File: config.mk
export PLATFORM = sky130hd
export DESIGN_NAME = pc_stall_ctrl
export DESIGN_NICKNAME = d
export VERILOG_FILES = /design/src/rtl/pc_stall_ctrl.sv
export SDC_FILE = /design/constraint.sdc
export NUM_CORES = 1
export LEC_CHECK = 0
export BUFFER_PORTS_ARGS = -buffer_cell sky130_fd_sc_hd__buf_4
export CORE_MARGIN = 2
export CORE_UTILIZATION = 42
export DETAILED_ROUTE_END_ITERATION = 12
export PLACE_DENSITY = 0.78
export SETUP_SLACK_MARGIN = 0.2
export SYNTH_ARGS = -nofsm -noshare
export SYNTH_HDL_FRONTEND = slang
export SYNTH_SLANG_ARGS = --single-unit
File: constraint.sdc
create_clock -name clk -period 1.9 [get_ports clk]
set_input_delay 0.19 -clock clk [delete_from_list [all_inputs] [get_ports clk]]
set_output_delay 0.19 -clock clk [all_outputs]
set_load 0.02 [all_outputs]
File: src/rtl/pc_stall_ctrl.sv
// pc_stall_ctrl: D-stage hazard detect, stall/flush control, mult/div busy sequencer.
// Optional STALL_PERF_EN adds a 32-bit stall cycle counter on port stall_count.
//
// Ports:
//   clk, rst            clock, synchronous active-high reset
//   d_rs, d_rt          D-stage source registers
//   d_use_rs/rt         D reads rs/rt (in D or E)
//   d_branch_rs/rt      D needs rs/rt already in D (branch compare, jr)
//   d_md_op             D is mult/div/mfhi/mflo/mthi/mtlo
//   e_wa, e_mem_read,
//   e_reg_write         E-stage destination, load flag, GPR write flag
//   m_wa, m_mem_read    M-stage destination and load flag
//   e_md_start, e_md_div
//                       E starts mult (div=0) or div (div=1)
//   stall               hold PC and F/D (active-low PC enable)
//   flush_de            clear D/E
//   md_busy             mult/div unit occupied
//   stall_count         stalled cycles (STALL_PERF_EN only)
module pc_stall_ctrl #(
  parameter int MULT_CYCLES = 5,
  parameter int DIV_CYCLES  = 10
) (
  input  logic       clk,
  input  logic       rst,
  input  logic [4:0] d_rs,
  input  logic [4:0] d_rt,
  input  logic       d_use_rs,
  input  logic       d_use_rt,
  input  logic       d_branch_rs,
  input  logic       d_branch_rt,
  input  logic       d_md_op,
  input  logic [4:0] e_wa,
  input  logic       e_mem_read,
  input  logic       e_reg_write,
  input  logic [4:0] m_wa,
  input  logic       m_mem_read,
  input  logic       e_md_start,
  input  logic       e_md_div,
  output logic       stall,
  output logic       flush_de,
  output logic       md_busy
`ifdef STALL_PERF_EN
  ,
  output logic [31:0] stall_count
`endif
);

  localparam int MAXC = (DIV_CYCLES > MULT_CYCLES) ? DIV_CYCLES : MULT_CYCLES;
  localparam int CW   = $clog2(MAXC + 1);

  localparam logic [CW-1:0] MULT_LD = CW'(MULT_CYCLES);
  localparam logic [CW-1:0] DIV_LD  = CW'(DIV_CYCLES);
  localparam logic [CW-1:0] ONE     = CW'(1);

  typedef enum logic {
    IDLE = 1'b0,
    BUSY = 1'b1
  } md_state_e;

  md_state_e     state_q, state_d;
  logic [CW-1:0] cnt_q, cnt_d;

  logic e_hit_rs, e_hit_rt;
  logic m_hit_rs, m_hit_rt;
  logic hz_load_use, hz_br_e, hz_br_m, hz_md;
  logic busy;

  // Register 0 is hard-wired zero and never a real producer.
  assign e_hit_rs = (e_wa != 5'd0) && (e_wa == d_rs);
  assign e_hit_rt = (e_wa != 5'd0) && (e_wa == d_rt);
  assign m_hit_rs = (m_wa != 5'd0) && (m_wa == d_rs);
  assign m_hit_rt = (m_wa != 5'd0) && (m_wa == d_rt);

  assign hz_load_use = e_mem_read &&
                       ((d_use_rs && e_hit_rs) ||
                        (d_use_rt && e_hit_rt));

  // Any E-stage result is too late for a D-stage compare.
  assign hz_br_e = e_reg_write &&
                   ((d_branch_rs && e_hit_rs) ||
                    (d_branch_rt && e_hit_rt));

  // Load data in M is not yet available to D.
  assign hz_br_m = m_mem_read &&
                   ((d_branch_rs && m_hit_rs) ||
                    (d_branch_rt && m_hit_rt));

  assign busy  = (state_q == BUSY);
  assign hz_md = d_md_op && (busy || e_md_start);

  assign stall    = !rst &&
                    (hz_load_use || hz_br_e ||
                     hz_br_m || hz_md);
  assign flush_de = stall;
  assign md_busy  = !rst && busy;

  always_comb begin
    state_d = state_q;
    cnt_d   = cnt_q;
    unique case (state_q)
      IDLE: begin
        if (e_md_start) begin
          state_d = BUSY;
          cnt_d   = e_md_div ? DIV_LD : MULT_LD;
        end
      end
      BUSY: begin
        // A start seen here cannot be legal; it is dropped.
        cnt_d = cnt_q - ONE;
        if (cnt_q <= ONE) begin
          state_d = IDLE;
          cnt_d   = '0;
        end
      end
      default: begin
        state_d = IDLE;
        cnt_d   = '0;
      end
    endcase
  end

  always_ff @(posedge clk) begin
    if (rst) begin
      state_q <= IDLE;
      cnt_q   <= '0;
    end else begin
      state_q <= state_d;
      cnt_q   <= cnt_d;
    end
  end

`ifdef STALL_PERF_EN
  logic [31:0] stall_count_q, stall_count_d;

  // Natural 32-bit wrap from all-ones to zero.
  always_comb begin
    stall_count_d = stall_count_q;
    if (stall) begin
      stall_count_d = stall_count_q + 32'd1;
    end
  end

  always_ff @(posedge clk) begin
    if (rst) begin
      stall_count_q <= '0;
    end else begin
      stall_count_q <= stall_count_d;
    end
  end

  assign stall_count = stall_count_q;
`endif

endmodule

## Yosys cells after proc, flatten, opt, wreduce, memory -nomap -nowiden

Cells that the tools add are included.

| word-level totals | value |
|---|---|
| output and inout bits | 3 |
| bits in writable memories | 0 |
| logic and storage cells | 43 |
| memories kept | 0 |
| flip-flop bits (word level) | 5 |
| bits in latches | 0 |
| memory bits (read-only) | 0 |

| operators by class | value |
|---|---|
| add/sub/neg operators | 1 |
| order comparisons | 1 |
| multipliers | 0 |
| bitwise logic cells | 1 |
| equality and inequality tests | 5 |
| shift-type cells | 0 |
| reduce and logical (&&, ||, !) cells | 26 |
| divide/modulo/power cells | 0 |
| mux-type cells | 7 |

Operators with widths:

| cell | number |
|---|---|
| 5-bit == test | 4 |
| 1-bit logical AND | 16 |
| 4-bit two-way mux | 3 |
| 5-bit nonzero test | 2 |
| 4-bit case mux with 2 select lines | 1 |
| 1-bit logical OR | 7 |
| 4-bit by 1-bit less-or-equal comparator with 1-bit output, second input constant | 1 |
| 4-bit by 1-bit subtractor with 4-bit output, second input constant | 1 |
| 1-bit two-way mux | 2 |
| 2-bit != test, second input constant | 1 |
| 1-bit case mux with 2 select lines | 1 |
| 1-bit logical NOT | 1 |
| 1-bit NOT | 1 |

## Logic depth before layout (Yosys ltp)

Gate-level depths: netlist (run 1).

| depth | value |
|---|---|
| depth after elaboration | 9 |
| gate-level depth with buffers | 7 |

## Least setup slack after synthesis (run 1)

Ideal clock, no wire load.

| path | value |
|---|---|
| path type | input port to output port |
| start point | in e_wa[1] |
| end point | out stall |
| path slack | 0.045 ns |
| data arrival time | 1.665 ns |
| stages | 6 |
| path buffers | 1 |
| required time | 1.710 ns |
| path through | or4_4 o211ai_2 nor2_1 a32oi_1 a41oi_1 buf_4 |

| on the way | value |
|---|---|
| cells in the longest elaborated chain, start to end | 9 |
| elaborated cells between the ends (all ways) | 17 |
| classes of those cells | 2 x eq/ne; 15 x reduce/logical |

RTL lines:

| what | line | RTL |
|---|---|---|
| start, declared | 32 | `input logic [4:0] e_wa,` |
| 5-bit == test, or another cell as far along | 69 | `assign e_hit_rs = (e_wa != 5'd0) && (e_wa == d_rs);` |
| 1-bit logical AND (on tied branches) | 69, 70 |  |
| 1-bit logical AND (on tied branches) | n/a |  |
| 1-bit logical OR (on tied branches) | 75, 80 |  |
| 1-bit logical AND (on tied branches) | 74, 79 |  |
| 1-bit logical OR * (2 in a row) | 92 | `(hz_load_use \|\| hz_br_e \|\|` |
| 1-bit logical OR * | 93 | `hz_br_m \|\| hz_md);` |
| 1-bit logical AND * | 91 | `assign stall = !rst &&` |
| end, declared | 39 | `output logic stall,` |

Mark *: on every way between the ends. The rest lies on a longest branch, timed or not.

## Worst setup path after layout (run 1)

| path | value |
|---|---|
| start point | in e_wa[4] |
| end point | out stall |

Same word-level chain as after synthesis.

==> results of run 1 <==
[per-layer routing]
layer,share of wire (%),wire length (µm),vias to the layer above,GRT usage [%]
met1,37,655,311,23.0
met5,0,0,-,0
met2,59,1040,15,48.4
met3,3.5,63,2,2.13
met4,0.68,12,0,8.87
li1,-,-,346,-
[sequential cells by signal, indices dropped and copies added, names as in the netlist]
name and cells:
busy 1, cnt_q 4
[worst max-delay path: stages]
cell	delay (ns)
sky130_fd_sc_hd__buf_8	0.10
sky130_fd_sc_hd__or4_4	0.55
sky130_fd_sc_hd__o211ai_4	0.20
sky130_fd_sc_hd__nor2_2	0.06
sky130_fd_sc_hd__a32oi_1	0.20
sky130_fd_sc_hd__a41oi_2	0.14
sky130_fd_sc_hd__buf_4	0.18
[final cells by class]
type	count	area share, %
Clock buffer	4	2.87
Inverter	3	1.23
Tap cell	15	2.05
Multi-Input combinational cell	64	53.0
Timing Repair Buffer	35	29.9
Sequential cell	5	10.9
[stage by stage]
step / util, % / hold WS, ns / area (µm²) / power, W / cells
after floorplan: - / 0.263 / 593 / 0.000242 / 73
after global placement: 66.1 / 0.428 / 860 / 0.000335 / 121
after detailed placement: 66.1 / 0.424 / 860 / 0.000338 / 121
after CTS: 69.5 / 0.174 / 905 / 0.000468 / 126
after global routing: 70.4 / 0.183 / 916 / 0.000499 / 126
final: 70.4 / 0.176 / 916 / 0.000470 / 126
[power by group]
part | total (W) | internal [W] | leakage, nW | switching, W
combinational | 0.000212 | 0.000113 | 0.350 | 0.0000990
sequential | 0.000135 | 0.000118 | 0.0415 | 0.0000166
clock | 0.000122 | 0.0000794 | 0.0150 | 0.0000428
[timing repair]
item                       CTS  global route
pin swaps                    5             4
setup endpoints to repair    2             2
resized for setup            3             2
buffers inserted             1             0
[path summary, 6_finish.rpt]
path	cells after the start	start	end	slack, ns
min reg2reg	2	cnt_q[1]$_SDFFE_PP0N_	cnt_q[1]$_SDFFE_PP0N_	0.53
max reg2reg	7	cnt_q[0]$_SDFFE_PP0N_	cnt_q[0]$_SDFFE_PP0N_	0.39
min	2	rst	busy$_SDFF_PP0_	0.18
max	7	e_wa[4]	stall	0.1
[logic make-up (layout without fill, tap and decap cells)]
kind of cell | count (synthesis) | in the layout
flip-flops | 5 | 5
AO/OA/AOI/OAI | 20 | 20
buffers and inverters | 4 | 42
adder cells (fa/ha/maj) | 2 | 2
XOR/XNOR | 20 | 20
AND/OR/NAND/NOR | 22 | 22
[layout by cell type, fill, tap and decap left out, types with 2 or more instances in the layout]
master / instances
sky130_fd_sc_hd__a21o_1: 2
sky130_fd_sc_hd__xnor2_1: 9
sky130_fd_sc_hd__nor2_1: 5
sky130_fd_sc_hd__xor2_1: 11
sky130_fd_sc_hd__buf_4: 33
sky130_fd_sc_hd__ha_1: 2
sky130_fd_sc_hd__inv_1: 3
sky130_fd_sc_hd__o31ai_1: 2
sky130_fd_sc_hd__nor3_1: 4
sky130_fd_sc_hd__and3_1: 2
sky130_fd_sc_hd__a21oi_1: 4
sky130_fd_sc_hd__clkbuf_4: 3
sky130_fd_sc_hd__a211oi_1: 4
sky130_fd_sc_hd__dfxtp_1: 5
sky130_fd_sc_hd__nand3_1: 2
sky130_fd_sc_hd__nor4_1: 3
==> metrics.sh, run 1 <==
NUM_ROWS=13
ANTENNA_LEFT=0
DR.FIRST_ITER.DRC_COUNT=4
CRITPATHLAUNCHTYPE='input port'
POSTCTSHOLDBUFS=0
DETAIL_ROUTED_VIA_COUNT_PER_CELL=5.35
REMAINING_DRC_ERRORS=0
MULTI_INPUT_COMB_AREA_UM2=485
HTREE_NUM_LEVELS=1
TIMING.CRITICAL_PATH.FANOUT_MAX=2
NUM_VIAS=674
GRT_ANTENNA_BEFORE_REPAIR=0
ASYNC_FLOP_SHARE_PCT=0
SYNTHXORXNORAREAFRAC_PCT=29.9
CTS_MAX_PATH_BUFFERS=2
SYN-INSTANCE-COUNT=73
DETAILED_ROUTE_WIRE_LENGTH_PER_CELL_UM=14.1
SLEW_HEADROOM_PCT=64.0
FILLCELLCOUNT=117
YOSYSTOPAREACELLSHARE_PCT=17.1
CTS.CLK_SLEW.WORST_PATHS_NS=0.04
YOSYSTOPAREACELL='sky130_fd_sc_hd__dfxtp_1'
GLOBALROUTE.TOTALOVERFLOW=0
SYNTH_TOP_FAMILY_BY_AREA='XOR/XNOR gates'
SYNTH-COMPOUND-AREA-SHARE_PCT=25.2
OUTCOME='completed'
FINAL-MAX-SLEW-VIOLATION-COUNT=0
VDD.IR_DROP.WORST_mV=0.556
CORE-AREA_UM2=1300
GRT_MAX_DEGREE=9
YS_TOP_CELLS_BY_COUNT='sky130_fd_sc_hd__xor2_1 (11), sky130_fd_sc_hd__xnor2_1 (9), sky130_fd_sc_hd__nor2_1 (6), sky130_fd_sc_hd__dfxtp_1 (5)'
WORST_EP_ARRIVAL_TIME_NS=1.61
CAP_VIOLATIONS=0
YS_WARN_COUNT=0
BUFFER_PORTS.INSERTED=34
DRT_PRE_ANTENNA_ITERS=4
SYNTH_EDF_COUNT=0
POWER.DENSITY_nW_PER_UM2=513
MAXCLOCKFREQUENCY_GHz=0.555
FINAL.SETUP_SKEW_NS=0.00377
TIGHTEST_PIN_TRANSITION_NS=0.536
SYN2LAYOUT_AREA_GROWTH_PCT=56.4
GRT_FIRST_PASS_WIRELENGTH_MM=2.64
WORSTPATHREQUIRED_NS=1.71
NUMBER_OF_DISTINCT_LIBRARY_CELL_VARIANTS_IN_THE_GATE_LEVEL_NETLIST_AFTER_SYNTHESIS=28
NETS=146
IO_PINS=35
DRIVE_GT1_SHARE_PCT=38.7
CTS_BUFFERS=3
NUMBER_OF_DIODES=0
YOSYS_MOST_USED_DFF='sky130_fd_sc_hd__dfxtp_1'
YS_SEQ_AREA_SHARE_PCT=17.1
CTS-ROOT-BUF='sky130_fd_sc_hd__clkbuf_4'
NUMBER_OF_SINKS_ON_THE_CLOCK_NET=5
POSTLAYOUTSETUPSLACKWORST_NS=0.0990
DIE-AREA_UM2=1710
SYNTH_NETS=107
SETUP-TNS-FINAL_NS=0
LKG_PWR_nW=0.407
CRIT_TYPE='input port to output port'
SYNTH.AREA.TOP_CELLS='sky130_fd_sc_hd__dfxtp_1 (17%), sky130_fd_sc_hd__xor2_1 (16%), sky130_fd_sc_hd__xnor2_1 (13%)'
SYNTH.MOST_COMMON_CELL='sky130_fd_sc_hd__xor2_1'
PRECTSSETUPSLACK_NS=0.0702
VIAS_IN_THE_FIRST_GLOBAL_ROUTE=681
YOSYS-MUX-AREA-FRACTION_PCT=0
SYNTH-SIMPLE-AREA-SHARE_PCT=20.3
AVGSYNTHCELLAREA_UM2=8.02
GRTUSAGETOTAL_PCT=23.3
RSZ_0062_RAISED_AFTER_GLOBAL_ROUTING='true'
ROUTED_WIRELENGTH_MM=1.78
PORTION_OF_THE_CLOCK_CYCLE_CONSUMED_BY_THE_WORST_PATH_IN_THE_FINAL_LAYOUT_PCT=94.8
DIE_Y_UM=41.3
CLOCK_INSERTION_DELAY_WORST_SKEW_NS=0.24
PLACE.GP.CONGESTION=0.764
SYN_AREA_UM2=586
SYNTH-ADDER-AREA-SHARE_PCT=4.27
SEQCELLAREA_UM2=100
FINALWORSTPATHREQUIREDPERIOD_NS=1.80
CRITICAL_PATH.ENDPOINT_TYPE='output port'
DP_HPWL_MM=1.43
HOLD_VIOL_FINAL=0
TRITONCTS='yes'
DIE_X_UM=41.3
YS_FF_LATCH=5
SETUP_VIOL_COUNT_FINAL=0
START_UTIL_PCT=45.0
WORSTHOLDPATHTYPE='input port to register'
Power figures use the tool's default switching activity.
==> run 2: changes to the inputs <==
--- a/config.mk
+++ b/config.mk
@@ -6,10 +6,11 @@
 export NUM_CORES = 1
 export LEC_CHECK = 0
 export BUFFER_PORTS_ARGS = -buffer_cell sky130_fd_sc_hd__buf_4
-export CORE_MARGIN = 2
+export CORE_MARGIN = 3
 export CORE_UTILIZATION = 42
 export DETAILED_ROUTE_END_ITERATION = 12
 export PLACE_DENSITY = 0.78
+export RECOVER_POWER = 50
 export SETUP_SLACK_MARGIN = 0.2
 export SYNTH_ARGS = -nofsm -noshare
 export SYNTH_HDL_FRONTEND = slang
==> metrics.sh, run 2 (synthesized netlist as in run 1, its figures left out) <==
SLEW_HEADROOM_PCT=62.6  # -1.4 points
DIE_X_UM=43.3  # +4.8%
VIAS_IN_THE_FIRST_GLOBAL_ROUTE=614  # -9.8%
LKG_PWR_nW=0.400  # -1.6%
CTS_BUFFERS=3  # unchanged
ROUTED_WIRELENGTH_MM=1.81  # +1.6%
STDCELL_COUNT=125  # -0.79%
FINAL-MAX-SLEW-VIOLATION-COUNT=0  # unchanged
WORSTPATHREQUIRED_NS=1.71  # about the same
TIMING.HOLD.WORST.START='rst'
DRIVE_GT1_SHARE_PCT=36.9  # -1.8 points
PATH_CELLS='buf_8, or4_4, o211ai_2, nor2_1, a32oi_1, a41oi_2, buf_4'
RSZ_0062_RAISED_AFTER_GLOBAL_ROUTING='true'
DIE_Y_UM=43.3  # +4.8%
DETAIL_ROUTED_VIA_COUNT_PER_CELL=5.51  # +3.0%
PATH_BUF_INV=2  # unchanged
DRT_PRE_ANTENNA_ITERS=4  # unchanged
DR.FIRST_ITER.DRC_COUNT=29  # +25
POWER.SHARE.SEQUENTIAL_PCT=29.2  # +0.4 points
OUTCOME='completed'
PORTION_OF_THE_CLOCK_CYCLE_CONSUMED_BY_THE_WORST_PATH_IN_THE_FINAL_LAYOUT_PCT=95.4  # +0.58 points
FINALWORSTPATHREQUIREDPERIOD_NS=1.81  # +0.0109 ns
POSTCTSHOLDBUFS=0  # unchanged
LARGEST-REGISTER='cnt_q'
DIE-AREA_UM2=1880  # +9.9%
CRITICAL-PATH-SLOWEST-CELL='sky130_fd_sc_hd__or4_4'
NUM_VIAS=689  # +2.2%
PWR-SHARE-COMB_PCT=44.6  # -0.6 points
BUFFER_PORTS.INSERTED=34  # unchanged
CTS-ROOT-BUF='sky130_fd_sc_hd__clkbuf_4'
DETAILED_ROUTE_WIRE_LENGTH_PER_CELL_UM=14.4  # +2.4%
DPL.CELL_COUNT=120  # -0.83%
GLOBALROUTE.TOTALOVERFLOW=0  # unchanged
TIMING.CRITICAL_PATH.FANOUT_MAX=2  # unchanged
NUMBER_OF_DIODES=0  # unchanged
LARGEST_REGISTER_FF_COUNT=4  # unchanged
POWER.DENSITY_nW_PER_UM2=515  # +0.37%
FINAL_UTIL_PCT=74.9  # +4.5 points
FINAL_COMMON_CELL='sky130_fd_sc_hd__buf_4'
PLACE.GP.CONGESTION=0.819  # +7.2%
WORST-R2R-SETUP-SLACK_NS=0.37  # -0.02 ns
CRITICAL_PATH.ENDPOINT_TYPE='output port'
SETUP-TNS-FINAL_NS=0  # unchanged
CRIT_TYPE='input port to output port'
TRITONCTS='yes'
FINAL.SETUP_SKEW_NS=0.00176  # -0.00200 ns
CTS_MAX_PATH_BUFFERS=2  # unchanged
WORST_PATH_LARGEST_CELL_DELAY_NS=0.53  # -0.02 ns
CP-STARTPOINT='e_wa[1]'
CAP_VIOLATIONS=0  # unchanged
PRECTSSETUPSLACK_NS=0.0817  # +0.0115 ns
FINAL_CELL_AREA_UM2=900  # -1.8%
SWITCHINGPOWER_W=0.000154  # -2.5%
CLOCK_INSERTION_DELAY_WORST_SKEW_NS=0.24  # about the same
CRITPATHLAUNCHTYPE='input port'
SETUP_VIOL_COUNT_FINAL=0  # unchanged
INT_POWER_W=0.000309  # -0.84%
CTS.CLK_SLEW.WORST_PATHS_NS=0.04  # about the same
SYN2LAYOUT_AREA_GROWTH_PCT=53.6
FINAL_CELL_MIX='sky130_fd_sc_hd__buf_4 (32), sky130_fd_sc_hd__xor2_1 (11), sky130_fd_sc_hd__xnor2_1 (9)'
HTREE_NUM_LEVELS=1  # unchanged
IO_PINS=35  # unchanged
WORST_R2R_PATH_DEPTH=7  # unchanged
NUM_ROWS=12  # -1
WORST_HOLD_PATH.ENDPOINT='cnt_q[1]$_SDFFE_PP0N_'
ANTENNA_LEFT=0  # unchanged
SWITCHING_SHARE_PCT=33.3  # -0.39 points
CORE-AREA_UM2=1200  # -7.7%
REMAINING_DRC_ERRORS=0  # unchanged
GRT_MAX_DEGREE=9  # unchanged
DP_HPWL_MM=1.49  # +4.4%
POSTLAYOUTSETUPSLACKWORST_NS=0.0880  # -0.0109 ns
FILLCELLCOUNT=115  # -1.7%
GRT_FIRST_PASS_WIRELENGTH_MM=2.73  # +3.4%
TIGHTEST_PIN_TRANSITION_NS=0.556  # +0.0201 ns
HOLD_VIOL_FINAL=0  # unchanged
SHARE_CLK_OF_TOTAL_POWER_PCT=26.2  # +0.2 points
WORST_EP_ARRIVAL_TIME_NS=1.62  # about the same
NETS=146  # unchanged
R2R-END='cnt_q[0]$_SDFFE_PP0N_'
POST_DP_CELL_AREA_UM2=858  # -0.15%
HOLD_DEPTH=2  # unchanged
NUMBER_OF_SINKS_ON_THE_CLOCK_NET=5  # unchanged
GRT_ANTENNA_BEFORE_REPAIR=0  # unchanged
TIMING.CRITICAL_PATH.MAX_DELAY_FAMILY='simple AND/OR/NAND/NOR gates'
START_UTIL_PCT=48.8  # +3.8 points
VDD.IR_DROP.WORST_mV=0.516  # -7.3%
GRTUSAGETOTAL_PCT=18.5  # -4.8 points
R2R-START='cnt_q[1]$_SDFFE_PP0N_'
MAXCLOCKFREQUENCY_GHz=0.552  # -0.60%
WORSTHOLDPATHTYPE='input port to register'
-- run 2: cell count changes in the layout (fill, tap and decap cells not counted), sizes merged --
cell,change
clkbuf,+1
buf,-1
-- run 2: worst register-to-register path, cell delays in order, from the launching register on --
cell                       delay [ns]
sky130_fd_sc_hd__dfxtp_1         0.32
sky130_fd_sc_hd__inv_1           0.10
sky130_fd_sc_hd__ha_1            0.20
sky130_fd_sc_hd__nor2_1          0.07
sky130_fd_sc_hd__o31ai_1         0.47
sky130_fd_sc_hd__nor2_1          0.08
sky130_fd_sc_hd__nor2_1          0.10
sky130_fd_sc_hd__a211oi_1        0.06
-- run 2: power groups by stage --
stage | Combinational [W] | Sequential, W | Clock, W
2_1_floorplan | 0.000110 | 0.000132 | 0
3_3_place_gp | 0.000198 | 0.000135 | 0
3_5_place_dp | 0.000200 | 0.000136 | 0
4_1_cts | 0.000205 | 0.000134 | 0.000123
5_1_grt | 0.000224 | 0.000137 | 0.000129
6_report | 0.000207 | 0.000135 | 0.000121
-- run 2: layer usage --
metal / vias up / wire (µm) / GRT usage (%)
li1: 347 / - / -
met1: 304 / 829 / 27.3
met2: 36 / 776 / 27.4
met3: 2 / 195 / 5.81
met4: 0 / 4 / 1.81
met5: - / 0 / 0
-- run 2: worst max-delay path by stage --
stage                to  slack [ns]  depth (start not counted)
5_1_grt        flush_de        0.03                          7
3_5_place_dp      stall        0.08                          7
3_3_place_gp   flush_de        0.11                          7
2_1_floorplan     stall        0.13                          6
4_1_cts           stall        0.11                          7
6_report          stall        0.09                          7
-- run 2: repair_timing --
action	4_1_cts	5_1_grt
pin swaps	0	1
endpoints found under the setup margin	2	2
setup buffers	1	0
gates resized for setup	3	0
-- run 2: cell type report --
class | count | area, µm² | area share (%)
well taps | 14 | 17.5 | 1.95
flip-flops and latches | 5 | 100 | 11.1
repair buffers | 35 | 270 | 30.0
clock buffers | 4 | 26.3 | 2.92
multi-input cells | 64 | 474 | 52.7
inverters | 3 | 11.3 | 1.25
-- run 2: metrics by stage --
| step | hold slack [ns] | power (W) |
|---|---|---|
| 2_1_floorplan | 0.263 | 0.000242 |
| 3_3_place_gp | 0.427 | 0.000333 |
| 3_5_place_dp | 0.428 | 0.000336 |
| 4_1_cts | 0.179 | 0.000462 |
| 5_1_grt | 0.185 | 0.000491 |
| 6_report | 0.178 | 0.000463 |
